<file path="src/rtl/stack_pkg.sv">
// Shared encodings for the LIFO stack controller: command opcodes, FSM states and the
// occupancy-count width helper.
package stack_pkg;

  typedef enum logic [1:0] {
    OP_NOP     = 2'b00,
    OP_PUSH    = 2'b01,
    OP_POP     = 2'b10,
    OP_REPLACE = 2'b11
  } op_e;

  typedef enum logic [1:0] {
    ST_IDLE = 2'b00,
    ST_EXEC = 2'b01,
    ST_DONE = 2'b10
  } state_e;

  // Count must represent 0..depth inclusive.
  function automatic int unsigned cnt_width(input int unsigned depth);
    return $clog2(depth + 1);
  endfunction

endpackage

</file>
<file path="src/rtl/stack_regfile.sv">
// DEPTH x DATA_W stack storage: one synchronous write port, two asynchronous read ports.
// Contents are intentionally not reset.
module stack_regfile #(
  parameter int unsigned DATA_W = 16,
  parameter int unsigned DEPTH  = 16,
  localparam int unsigned AW    = $clog2(DEPTH)
) (
  input  logic              clk,
  input  logic              we,
  input  logic [AW-1:0]     waddr,
  input  logic [DATA_W-1:0] wdata,
  input  logic [AW-1:0]     raddr_a,
  output logic [DATA_W-1:0] rdata_a,
  input  logic [AW-1:0]     raddr_b,
  output logic [DATA_W-1:0] rdata_b
);

  logic [DATA_W-1:0] mem [DEPTH];

  always_ff @(posedge clk) begin
    if (we) begin
      mem[waddr] <= wdata;
    end
  end

  assign rdata_a = mem[raddr_a];
  assign rdata_b = mem[raddr_b];

endmodule

</file>
<file path="src/rtl/lifo_stack_ctrl.sv">
// Parametrised LIFO controller for the call/interrupt return path: NOP/PUSH/POP/REPLACE with
// sticky error flags. Define STACK_HIGH_WATER_EN to add the hwm (high-water mark) output.
module lifo_stack_ctrl
  import stack_pkg::*;
#(
  parameter int unsigned DATA_W = 16,
  parameter int unsigned DEPTH  = 16,
  localparam int unsigned CNT_W = cnt_width(DEPTH)
) (
  input  logic              clk,
  input  logic              reset,
  input  logic              cs,
  input  logic [1:0]        op,
  input  logic [DATA_W-1:0] wr_data,
  output logic              ready,
  output logic              done,
  output logic [DATA_W-1:0] rd_data,
  output logic [DATA_W-1:0] top,
  output logic [CNT_W-1:0]  count,
  output logic              empty,
  output logic              full,
  output logic              ovf_err,
  output logic              unf_err,
  input  logic              err_clr
`ifdef STACK_HIGH_WATER_EN
  , output logic [CNT_W-1:0] hwm
`endif
);

  localparam int unsigned AW = $clog2(DEPTH);

  state_e            state_q, state_d;
  op_e               op_q;
  logic [DATA_W-1:0] wdata_q;
  logic [DATA_W-1:0] rd_data_q, rd_data_d;
  logic [CNT_W-1:0]  sp_q, sp_d;
  logic              ovf_q, ovf_d, unf_q, unf_d;
  logic              accept, we;
  logic [AW-1:0]     waddr, top_addr;
  logic [DATA_W-1:0] top_data, pop_data;

  assign accept   = cs && ready;
  assign top_addr = AW'(sp_q - CNT_W'(1));

  stack_regfile #(
    .DATA_W(DATA_W),
    .DEPTH (DEPTH)
  ) u_regfile (
    .clk    (clk),
    .we     (we),
    .waddr  (waddr),
    .wdata  (wdata_q),
    .raddr_a(top_addr),
    .rdata_a(top_data),
    .raddr_b(top_addr),
    .rdata_b(pop_data)
  );

  always_ff @(posedge clk or negedge reset) begin
    if (!reset) begin
      state_q <= ST_IDLE;
    end else begin
      state_q <= state_d;
    end
  end

  always_comb begin
    state_d = state_q;
    unique case (state_q)
      ST_IDLE: if (cs) state_d = ST_EXEC;
      ST_EXEC: state_d = ST_DONE;
      ST_DONE: state_d = ST_IDLE;
      default: state_d = ST_IDLE;
    endcase
  end

  always_comb begin
    ready = (state_q == ST_IDLE);
    done  = (state_q == ST_DONE);
  end

  always_ff @(posedge clk or negedge reset) begin
    if (!reset) begin
      op_q    <= OP_NOP;
      wdata_q <= '0;
    end else if (accept) begin
      op_q    <= op_e'(op);
      wdata_q <= wr_data;
    end
  end

  // Errors set after the clear so a same-cycle new error wins.
  always_comb begin
    sp_d      = sp_q;
    rd_data_d = rd_data_q;
    ovf_d     = ovf_q;
    unf_d     = unf_q;
    we        = 1'b0;
    waddr     = top_addr;
    if (err_clr) begin
      ovf_d = 1'b0;
      unf_d = 1'b0;
    end
    if (state_q == ST_EXEC) begin
      unique case (op_q)
        OP_PUSH: begin
          if (!full) begin
            we    = 1'b1;
            waddr = AW'(sp_q);
            sp_d  = sp_q + CNT_W'(1);
          end else begin
            ovf_d = 1'b1;
          end
        end
        OP_POP: begin
          if (!empty) begin
            rd_data_d = pop_data;
            sp_d      = sp_q - CNT_W'(1);
          end else begin
            unf_d = 1'b1;
          end
        end
        OP_REPLACE: begin
          if (!empty) begin
            we = 1'b1;
          end else begin
            unf_d = 1'b1;
          end
        end
        default: ;
      endcase
    end
  end

  always_ff @(posedge clk or negedge reset) begin
    if (!reset) begin
      sp_q      <= '0;
      rd_data_q <= '0;
      ovf_q     <= 1'b0;
      unf_q     <= 1'b0;
    end else begin
      sp_q      <= sp_d;
      rd_data_q <= rd_data_d;
      ovf_q     <= ovf_d;
      unf_q     <= unf_d;
    end
  end

  assign rd_data = rd_data_q;
  assign count   = sp_q;
  assign empty   = (sp_q == '0);
  assign full    = (sp_q == CNT_W'(DEPTH));
  assign top     = empty ? '0 : top_data;
  assign ovf_err = ovf_q;
  assign unf_err = unf_q;

`ifdef STACK_HIGH_WATER_EN
  logic [CNT_W-1:0] hwm_q, hwm_d;

  // Only growth raises the mark, so a clear while occupied reads back as zero.
  always_comb begin
    hwm_d = err_clr ? '0 : hwm_q;
    if (sp_d > sp_q && sp_d > hwm_d) begin
      hwm_d = sp_d;
    end
  end

  always_ff @(posedge clk or negedge reset) begin
    if (!reset) begin
      hwm_q <= '0;
    end else begin
      hwm_q <= hwm_d;
    end
  end

  assign hwm = hwm_q;
`endif

endmodule

</file>
<file path="config.mk">
export PLATFORM = sky130hd
export DESIGN_NAME = lifo_stack_ctrl
export DESIGN_NICKNAME = d
export VERILOG_FILES = /design/src/rtl/stack_pkg.sv /design/src/rtl/stack_regfile.sv /design/src/rtl/lifo_stack_ctrl.sv
export SDC_FILE = /design/constraint.sdc
export NUM_CORES = 1
export LEC_CHECK = 0
export BUFFER_PORTS_ARGS = -buffer_cell sky130_fd_sc_hd__buf_2
export CORE_AREA = 2 2 201 203
export DETAILED_ROUTE_END_ITERATION = 8
export DIE_AREA = 0 0 203 205
export SETUP_SLACK_MARGIN = 0.5
export SYNTH_ARGS = -nofsm -noshare
export SYNTH_HDL_FRONTEND = slang
export SYNTH_HIERARCHICAL = 1
export SYNTH_SLANG_ARGS = --single-unit
</file>
<file path="constraint.sdc">
create_clock -name clk -period 4.09 [get_ports clk]
set_input_delay 0.409 -clock clk [delete_from_list [all_inputs] [get_ports clk]]
set_output_delay 0.409 -clock clk [all_outputs]
set_load 0.03 [all_outputs]
</file>
# == Yosys cells after proc, flatten, opt, wreduce, memory -nomap -nowiden ==
# Memory sizes are Yosys's and may differ from the RTL's.
# Index checks and enable logic that the tools add are counted.
# word_totals
mem_bits_rw,256
output_inout_bits,43
ff_bits,43
input_bits,22
wordCells,50
n_memories,1
# memory_table
memory,words,word_bits,rd,rd_ports_with_merged_regs,wr,line_no,source
u_regfile.mem,16,16,1,0,1,stack_regfile.sv:18,logic [DATA_W-1:0] mem [DEPTH];
# classes
n_reduce_logical,7
mux,23
addsub,2
n_bitwise,1
eq_ne,9
# ops
cell,count
16-bit two-way mux,1
1-bit two-way mux,13
4-bit two-way mux,3
5-bit two-way mux,2
5-bit one-hot mux with 2 select lines,1
2-bit equality test (second input constant),3
2-bit != test (second input constant),3
5-bit by 1-bit adder with 5-bit output (second input constant),1
5-bit equality test (second input constant),1
5-bit zero test,1
5-bit by 1-bit subtractor with 5-bit output (second input constant),1
2-bit by 1-bit equality test with 1-bit output (second input constant),2
2-bit one-hot mux with 2 select lines,1
4-bit AND reduction,1
3-bit AND reduction,1
2-bit zero test,1
2-bit two-way mux,1
1-bit one-hot mux with 2 select lines,1
2-bit nonzero test,1
2-bit OR reduction,1
1-bit logical AND,1
1-bit inverter,1

# == Longest topological paths before layout ==
# Gate-level depths: netlist of run 1.
# depth
depth_word,6
mapped_depth,9
ltp_nobuf,9

# == Modules after synthesis ==
# Netlist of run 1, hierarchy kept.
# modules_own_cells
module,cells_per_inst,area_each_um2,instances
stack_regfile,553,11673.7,1
lifo_stack_ctrl,154,2030.7,1

# == Least setup slack after synthesis of run 1 ==
# No wires, ideal clock.
# synth_timing
kind,reg2reg
startpoint,"reg sp_q[0], in the netlist count[0]"
endpoint,mem u_regfile.mem[0][0] (enable)
stages_incl_launch_ff,10
synth_period_minus_slack_ns,3.934
setup_ns,0.409
path_slack_ns,0.156
arrival_ns,3.525
n_path_buf,0
path_cell_list,dfrtp_1 inv_1 ha_1 nor3b_1 nand2_1 inv_1 nor2_1 a221oi_1 or3b_2 nor3_1
# synth_between
word_cells_on_any_way,12
classes_between,add/sub (1); eq/ne (1); mux (9); reduce/logical (1)
# synth_lines
element,line_no,source
start: declaration,lifo_stack_ctrl.sv:36,"logic [CNT_W-1:0] sp_q, sp_d;"
start signal: assignment,lifo_stack_ctrl.sv:142,sp_q <= sp_d;
5-bit by 1-bit subtractor with 5-bit output *,n/a,
named net top_addr[0],lifo_stack_ctrl.sv:39,"logic [AW-1:0] waddr, top_addr;"
4-bit two-way mux,lifo_stack_ctrl.sv:107,if (!full) begin
4-bit two-way mux,lifo_stack_ctrl.sv:105,unique case (op_q)
4-bit two-way mux *,lifo_stack_ctrl.sv:104,if (state_q == ST_EXEC) begin
end: declaration,stack_regfile.sv:18,
# Mark *: on every way through the listed nets, which the timed path passes. The rest lies on a longest branch.

# == Final worst setup path of run 1 ==
# layout_timing
startpoint,"reg sp_q[2], in the netlist count[2]"
endpoint,out top[8]
# layout_between
elab_chain_len,3
word_cells_on_any_way,4
classes_between,add/sub (1); mux (1); reduce/logical (1); memory (1)
# layout_rtl
element,line_no,source
5-bit by 1-bit subtractor with 5-bit output,n/a,
named net top_addr[3],lifo_stack_ctrl.sv:39,
memory read 16 x 16 bit,n/a,
named net top_data[8],lifo_stack_ctrl.sv:40,"logic [DATA_W-1:0] top_data, pop_data;"
16-bit two-way mux,lifo_stack_ctrl.sv:153,assign top = empty ? '0 : top_data;
end: declaration,lifo_stack_ctrl.sv:18,"output logic [DATA_W-1:0] top,"
# The timed path passes the listed nets, and every way through them passes these cells.

==> key figures, run 1 <==
Logic synthesis
  – Syn nets: 731
  – Share of synthesized registers carrying an async set or reset: 14.4%
  – Post-synth EDFFs: 256
  – Number of distinct library cells after synthesis: 45
  – Part of the Yosys area used for sequential elements: 63.9%
  – Seq cells post-synth: 299
  – Fraction of synthesized area in multiplexers: 24.8%
  – Simple logic cell fraction of the synthesized area: 3.83%
  – Primary flip-flop cell chosen by synthesis mapping: sky130_fd_sc_hd__edfxtp_1
  – Synthesized-area fraction occupied by xor and xnor cells: 0.639%
  – Area of the mapped netlist: 13700 um^2
  – Yosys synthesis warning count: 6
  – Share of the synthesized area in compound gates (AO/OA/AOI/OAI): 3.96%
  – Post-synthesis instance total: 707
  – Adder-cell share of the synthesized area: 0.183%
  – Synthesized area per cell: 19.4 um^2
  – Largest family of logic cells by synthesized area: multiplexers

Route
  – Post-detailed-route DRC marker count: 0
  – Via-to-Cell Ratio: 5.54
  – Iteration count of the initial detailed-routing pass: 7
  – Vias post-DR: 7518
  – Antenna-violating nets left: 0
  – Final WL: 35.3 mm
  – Average wire per standard cell: 26.0 um
  – Initial DRC Count: 669

Global route
  – Aggregate global-route resource usage: 16.7%
  – Number of antenna violations at the first check in global routing: 0
  – Met3 Usage GRT: 2.16%
  – GR Util met2: 28.2%
  – Met1 usage in global routing: 22.8%
  – Global routing's busiest layer: met2
  – Overflow left after global routing: 0
  – Wire length of the first global-routing pass: 50.7 mm
  – Via count of the first global-routing pass: 7623
  – Pin count of the biggest net entering global routing: 65

Timing
  – Setup repair after global routing missed its margin: false
  – Actual slew at the worst max-slew pin: 1170 ps
  – Final-layout setup total negative slack: 0 ps
  – Slew Limit Headroom: 21.7%
  – Final setup viols: 0
  – Number of max-slew violations in the final report: 0
  – Final-report hold violation count: 0
  – Share of the cycle needed by the critical path after routing: 84.6%
  – Worst clock skew: 20.2 ps
  – Achievable frequency: 0.289 GHz
  – Final worst path period need: 3460 ps

CTS
  – Number of H-tree branching levels: 1
  – TritonCTS clock tree: yes
  – Number of buffers on the longest clock path: 3
  – Clock net sink count: 299
  – Clk_lat worst skew: 570 ps
  – Clock root buffer: sky130_fd_sc_hd__clkbuf_16
  – Clock-pin slew reported for the worst setup and hold paths after clock tree synthesis: 60 ps
  – Number of buffers created by CTS: 31

Finish
  – # diodes: 0
  – Leading cell type in the layout, fill and taps excluded: sky130_fd_sc_hd__edfxtp_1
  – Proportion of layout cells with a drive suffix above 1: 39.1%
  – Final-stage net count: 830
  – Final standard cell area without fillers: 16000 um^2
  – Syn-to-layout area delta: 16.6%
  – Most used cells in the layout excluding fill and tap cells: 256 x sky130_fd_sc_hd__edfxtp_1, 107 x sky130_fd_sc_hd__mux4_2, 64 x sky130_fd_sc_hd__buf_2

Setup path
  – Kind of critical path: flip-flop to output port
  – Worst R2R Start: count[0]
  – Maximum fanout count along the critical path: 11
  – Logic depth of the worst register-to-register path: 10
  – Setup slack of the worst register-to-register path: 810 ps
  – End of the worst register-to-register path: u_regfile/mem[9][1]
  – Type of element launching the critical path: flip-flop
  – Required time at the endpoint of the critical path: 3680 ps
  – Crit. End Element: output port
  – Arrival time worst endpoint: 3050 ps

Min path
  – End of the worst hold path: unf_err
  – Class of the tightest hold or removal check: primary input to flip-flop
  – Worst hold path startpoint: err_clr
  – Worst hold path cell count: 2

Floorplan
  – Std-Cell Rows: 73
  – Core outline area: 39400 um^2
  – Effective utilization at floorplan: 34.8%
  – Die Footprint: 41600 um^2
  – Overall die height: 205 um
  – Total I/O pin count: 65
  – Die boundary width: 203 um

Placement
  – Cell area after placement: 14800 um^2
  – Final weighted congestion of routability-driven global placement: 0.790
  – IO buf count: 64
  – Detailed placement HPWL: 21.2 mm

Power and ir drop
  – Worst VDD drop: 526 uV
  – Total leakage power: 5.50 nW
  – Power per standard cell area: 878 nW/um^2

Outcome
  – Result of the run: finished, final reports clean

Job
  – Number of max-cap violations: 0
-- worst max-delay path: stages, from the launching register on --
cell	delay (ps)
sky130_fd_sc_hd__dfrtp_1	560
sky130_fd_sc_hd__nor3_1	140
sky130_fd_sc_hd__xnor2_2	440
sky130_fd_sc_hd__and2_2	440
sky130_fd_sc_hd__buf_4	280
sky130_fd_sc_hd__a22oi_1	120
sky130_fd_sc_hd__nand2_1	120
sky130_fd_sc_hd__nor2b_1	170
sky130_fd_sc_hd__buf_2	220
-- flip-flops by register name, summed over array words and instances, names as in the netlist --
| register | flops |
|---|---|
| op_q | 2 |
| u_regfile/mem | 256 |
| count | 5 |
| ovf_err | 1 |
| state_q | 2 |
| rd_data | 16 |
| wdata_q | 16 |
| unf_err | 1 |
-- worst max path at each step --
stage / endpoint / from
detailed placement: u_regfile/mem[11][13] / count[0]
global route: top[7] / count[1]
global placement: u_regfile/mem[11][3] / count[0]
CTS: top[7] / count[1]
finish: top[8] / count[2]
floorplan: u_regfile/mem[15][0] / count[0]
-- area by class of cell --
class,count,area (um^2)
Fill cell,3506,23400
Sequential cell,299,8760
Multi-Input combinational cell,351,4670
Timing Repair Buffer,114,860
Clock buffer,44,835
Tap cell,525,657
Clock inverter,14,131
Inverter,8,61.3
Timing Repair inverter,1,8.76
-- synthesized netlist by cell type, types with 2 or more instances --
cell type                    n  area [um^2]
sky130_fd_sc_hd__ha_1        2         25.0
sky130_fd_sc_hd__nor2_1     19         71.3
sky130_fd_sc_hd__inv_1       8         30.0
sky130_fd_sc_hd__edfxtp_1  256         7690
sky130_fd_sc_hd__nand3_1     2         10.0
sky130_fd_sc_hd__mux4_1     18          473
sky130_fd_sc_hd__nand2_1    34          128
sky130_fd_sc_hd__nor3_1      5         25.0
sky130_fd_sc_hd__mux4_4      3         75.1
sky130_fd_sc_hd__mux2i_1     2         20.0
sky130_fd_sc_hd__buf_6      10          113
sky130_fd_sc_hd__buf_1       8         30.0
sky130_fd_sc_hd__nor2b_1    13         81.3
sky130_fd_sc_hd__nand4_1     2         12.5
sky130_fd_sc_hd__dfrtp_1    43         1080
sky130_fd_sc_hd__o21ai_0     3         15.0
sky130_fd_sc_hd__buf_4       7         52.6
sky130_fd_sc_hd__buf_2       9         45.0
sky130_fd_sc_hd__mux2_2     24          270
sky130_fd_sc_hd__xor2_1      3         26.3
sky130_fd_sc_hd__and2_1      3         18.8
sky130_fd_sc_hd__mux2_4     10          150
sky130_fd_sc_hd__nand2b_1    3         18.8
sky130_fd_sc_hd__nand3b_1    3         22.5
sky130_fd_sc_hd__a21oi_1     3         15.0
sky130_fd_sc_hd__a22oi_1    64          480
sky130_fd_sc_hd__and2b_1     9         67.6
sky130_fd_sc_hd__clkbuf_1   12         45.0
sky130_fd_sc_hd__xnor2_1     7         61.3
sky130_fd_sc_hd__mux4_2    107         2410
-- routing by layer --
metal | part of all wire [%] | vias to the layer above | routed length, um
li1 | - | 3178 | -
met1 | 43 | 4053 | 15000
met2 | 50 | 247 | 17700
met3 | 4.9 | 40 | 1720
met4 | 2.5 | 0 | 873
met5 | 0 | - | 0
-- per-stage QoR --
stage	worst slack (ps)	cells	utilization, %	power, mW	hold slack, ps
2_1_floorplan	524	707	-	8.94	113
4_1_cts	512	1353	40.4	13.9	17.0
3_3_place_gp	685	1291	37.6	10.9	500
6_report	629	1356	40.6	14.0	47.5
5_1_grt	511	1356	40.6	14.7	29.7
3_5_place_dp	589	1291	37.6	11.0	488
-- power by group --
| part | total (mW) | internal, mW | leakage (nW) | switching [mW] |
|---|---|---|---|---|
| sequential | 4.10 | 3.75 | 2.82 | 0.353 |
| combinational | 7.22 | 3.07 | 2.22 | 4.15 |
| clock | 2.71 | 1.55 | 0.461 | 1.17 |
| total | 14.0 | 8.36 | 5.50 | 5.67 |
-- what timing repair did --
item / CTS / global route
endpoints found under the setup margin: 16 / 32
hold endpoints to repair: 20 / 0
resized for setup: 11 / 6
setup buffers: 2 / 0
hold buffers: 1 / 0
cloned: 1 / 3
-- kinds of logic (layout without fill, tap and decap cells) --
group	count (synthesis)	count (layout)
simple gates	101	101
mux	164	164
xor+xnor	10	10
fa+ha+maj	2	2
buf+inv	57	181
flops	299	299
compound gates	74	74
(Power assumes the default switching activity.)
==> run 2: changes to the inputs <==
- clock period: 4.09 -> 3 ns (I/O delays scaled with it)
==> key figures, run 2 (synthesized netlist as in run 1, its figures left out) <==
CTS
  – Clock root buffer: sky130_fd_sc_hd__clkbuf_16
  – Number of buffers on the longest clock path: 3 (unchanged)
  – Number of buffers created by CTS: 34 (+9.7%)
  – Clock-pin slew reported for the worst setup and hold paths after clock tree synthesis: 60 ps (about the same)
  – Number of H-tree branching levels: 2 (+1)
  – Clock net sink count: 299 (unchanged)
  – TritonCTS clock tree: yes
  – Clk_lat worst skew: 500 ps (-70 ps)

Global route
  – Pin count of the biggest net entering global routing: 33 (-49%)
  – Aggregate global-route resource usage: 18.6% (+1.9 points)
  – Overflow left after global routing: 0 (unchanged)
  – Wire length of the first global-routing pass: 55.5 mm (+9.5%)
  – Via count of the first global-routing pass: 8122 (+6.5%)
  – Number of antenna violations at the first check in global routing: 1 (+1)

Finish
  – # diodes: 0 (unchanged)
  – Syn-to-layout area delta: 30.4%
  – Proportion of layout cells with a drive suffix above 1: 52.2% (+13 points)
  – Number of fill cells: 3342 (-4.7%)
  – Final standard cell area without fillers: 17900 um^2 (+12%)
  – Leading cell type in the layout, fill and taps excluded: sky130_fd_sc_hd__edfxtp_1
  – Max reg flops: 256 (unchanged)
  – Top reg by flops: u_regfile/mem
  – Most used cells in the layout excluding fill and tap cells: 256 x sky130_fd_sc_hd__edfxtp_1, 110 x sky130_fd_sc_hd__mux4_2, 51 x sky130_fd_sc_hd__buf_4
  – Final-stage net count: 902 (+8.7%)

Timing
  – Number of max-slew violations in the final report: 0 (unchanged)
  – Final worst path period need: 2930 ps
  – Setup repair after global routing missed its margin: true
  – Final-layout setup total negative slack: 0 ps (unchanged)
  – Actual slew at the worst max-slew pin: 1000 ps (-171 ps)
  – Achievable frequency: 0.341 GHz
  – Share of the cycle needed by the critical path after routing: 97.7%
  – Worst clock skew: 17.3 ps (-2.84 ps)
  – Final-report hold violation count: 0 (unchanged)
  – Slew Limit Headroom: 33.1% (+11 points)
  – Final setup viols: 0 (unchanged)

Floorplan
  – Core outline area: 39400 um^2 (unchanged)
  – Die boundary width: 203 um (unchanged)
  – Effective utilization at floorplan: 34.8% (unchanged)
  – Total I/O pin count: 65 (unchanged)
  – Die Footprint: 41600 um^2 (unchanged)
  – Std-Cell Rows: 73 (unchanged)
  – Overall die height: 205 um (unchanged)

Route
  – Iteration count of the initial detailed-routing pass: 5 (-2)
  – Initial DRC Count: 700 (+4.6%)
  – Average wire per standard cell: 26.8 um (+2.8%)
  – Final WL: 38.2 mm (+8.3%)
  – Via-to-Cell Ratio: 5.58 (+0.57%)
  – Vias post-DR: 7962 (+5.9%)
  – Antenna-violating nets left: 0 (unchanged)
  – Post-detailed-route DRC marker count: 0 (unchanged)

Placement
  – Detailed placement HPWL: 20.8 mm (-1.6%)
  – IO buf count: 64 (unchanged)
  – Final weighted congestion of routability-driven global placement: 0.752 (-4.8%)
  – Cell area after placement: 15200 um^2 (+2.9%)

Min path
  – Class of the tightest hold or removal check: primary input to flip-flop

Setup path
  – Kind of critical path: flip-flop to output port
  – Setup slack of the worst register-to-register path: 260 ps (-550 ps)
  – Arrival time worst endpoint: 2630 ps (-420 ps)
  – Required time at the endpoint of the critical path: 2700 ps (-980 ps)
  – Crit. End Element: output port
  – Maximum fanout count along the critical path: 7 (-4)
  – Type of element launching the critical path: flip-flop

Job
  – Number of max-cap violations: 0 (unchanged)

Power and ir drop
  – Worst VDD drop: 1030 uV (+96%)
  – Total leakage power: 6.27 nW (+14%)
  – Power per standard cell area: 1300 nW/um^2 (+48%)
  – Post-layout power: 23.2 mW (+65%)

Outcome
  – Result of the run: finished, final reports clean
-- run 2: metal layers --
layer | global-route usage [%] | vias up | part of all wire, %
met5 | 0 | - | 0
met4 | 4.33 | 0 | 1.4
met3 | 3.55 | 42 | 8.1
met2 | 30.0 | 321 | 49
met1 | 26.3 | 4265 | 42
li1 | - | 3334 | -
-- run 2: worst paths after layout --
kind / cells past startpoint / end / startpoint
min reg2reg: 1 / rd_data[7] / rd_data[7]
min in group asynchronous: 2 / wdata_q[11] / reset
min: 2 / unf_err / err_clr
max reg2reg: 12 / u_regfile/mem[1][1] / count[0]
max in group asynchronous: 3 / wdata_q[3] / reset
max: 10 / top[1] / count[0]
-- run 2: report_power, final --
part	switching, mW	internal, mW	leakage (nW)
clock	1.64	2.45	0.537
sequential	0.432	5.11	2.82
combinational	6.78	6.77	2.91
-- run 2: repair_timing --
| item | 4_1_cts | 5_1_grt |
|---|---|---|
| resized for setup | 91 | 58 |
| pin swaps | 25 | 24 |
| endpoints found under the setup margin | 286 | 289 |
| cloned | 15 | 1 |
| hold buffers | 1 | 0 |
| hold endpoints to repair | 28 | 0 |
| buffers inserted | 39 | 15 |
-- run 2: layout make-up --
class,count,area [um^2],area share (%)
sequential,299,8770,49.0
multi-input combinational,351,5080,28.4
clock inverter,18,176,0.987
inverter,8,47.5,0.266
tap,525,657,3.68
timing repair buffer,184,2220,12.4
clock buffer,43,926,5.18
-- run 2: worst max-delay path, cell delays in order (launching register included) --
cell and delay, ps:
sky130_fd_sc_hd__dfrtp_2 380, sky130_fd_sc_hd__clkinv_4 100, sky130_fd_sc_hd__ha_4 310, sky130_fd_sc_hd__inv_8 60, sky130_fd_sc_hd__buf_12 140, sky130_fd_sc_hd__buf_4 160, sky130_fd_sc_hd__mux4_2 320, sky130_fd_sc_hd__a22oi_2 170
sky130_fd_sc_hd__nand2_1 80, sky130_fd_sc_hd__and2b_2 230, sky130_fd_sc_hd__buf_4 170
-- run 2: stage by stage --
step	cells	hold WS [ps]	util (%)	setup slack, ps
4_1_cts	1412	0.843	44.5	41.2
3_3_place_gp	1296	491	38.7	326
2_1_floorplan	707	4.41	-	111
5_1_grt	1428	11.7	45.4	-2.15
6_report	1428	17.4	45.4	68.6
3_5_place_dp	1296	489	38.7	265
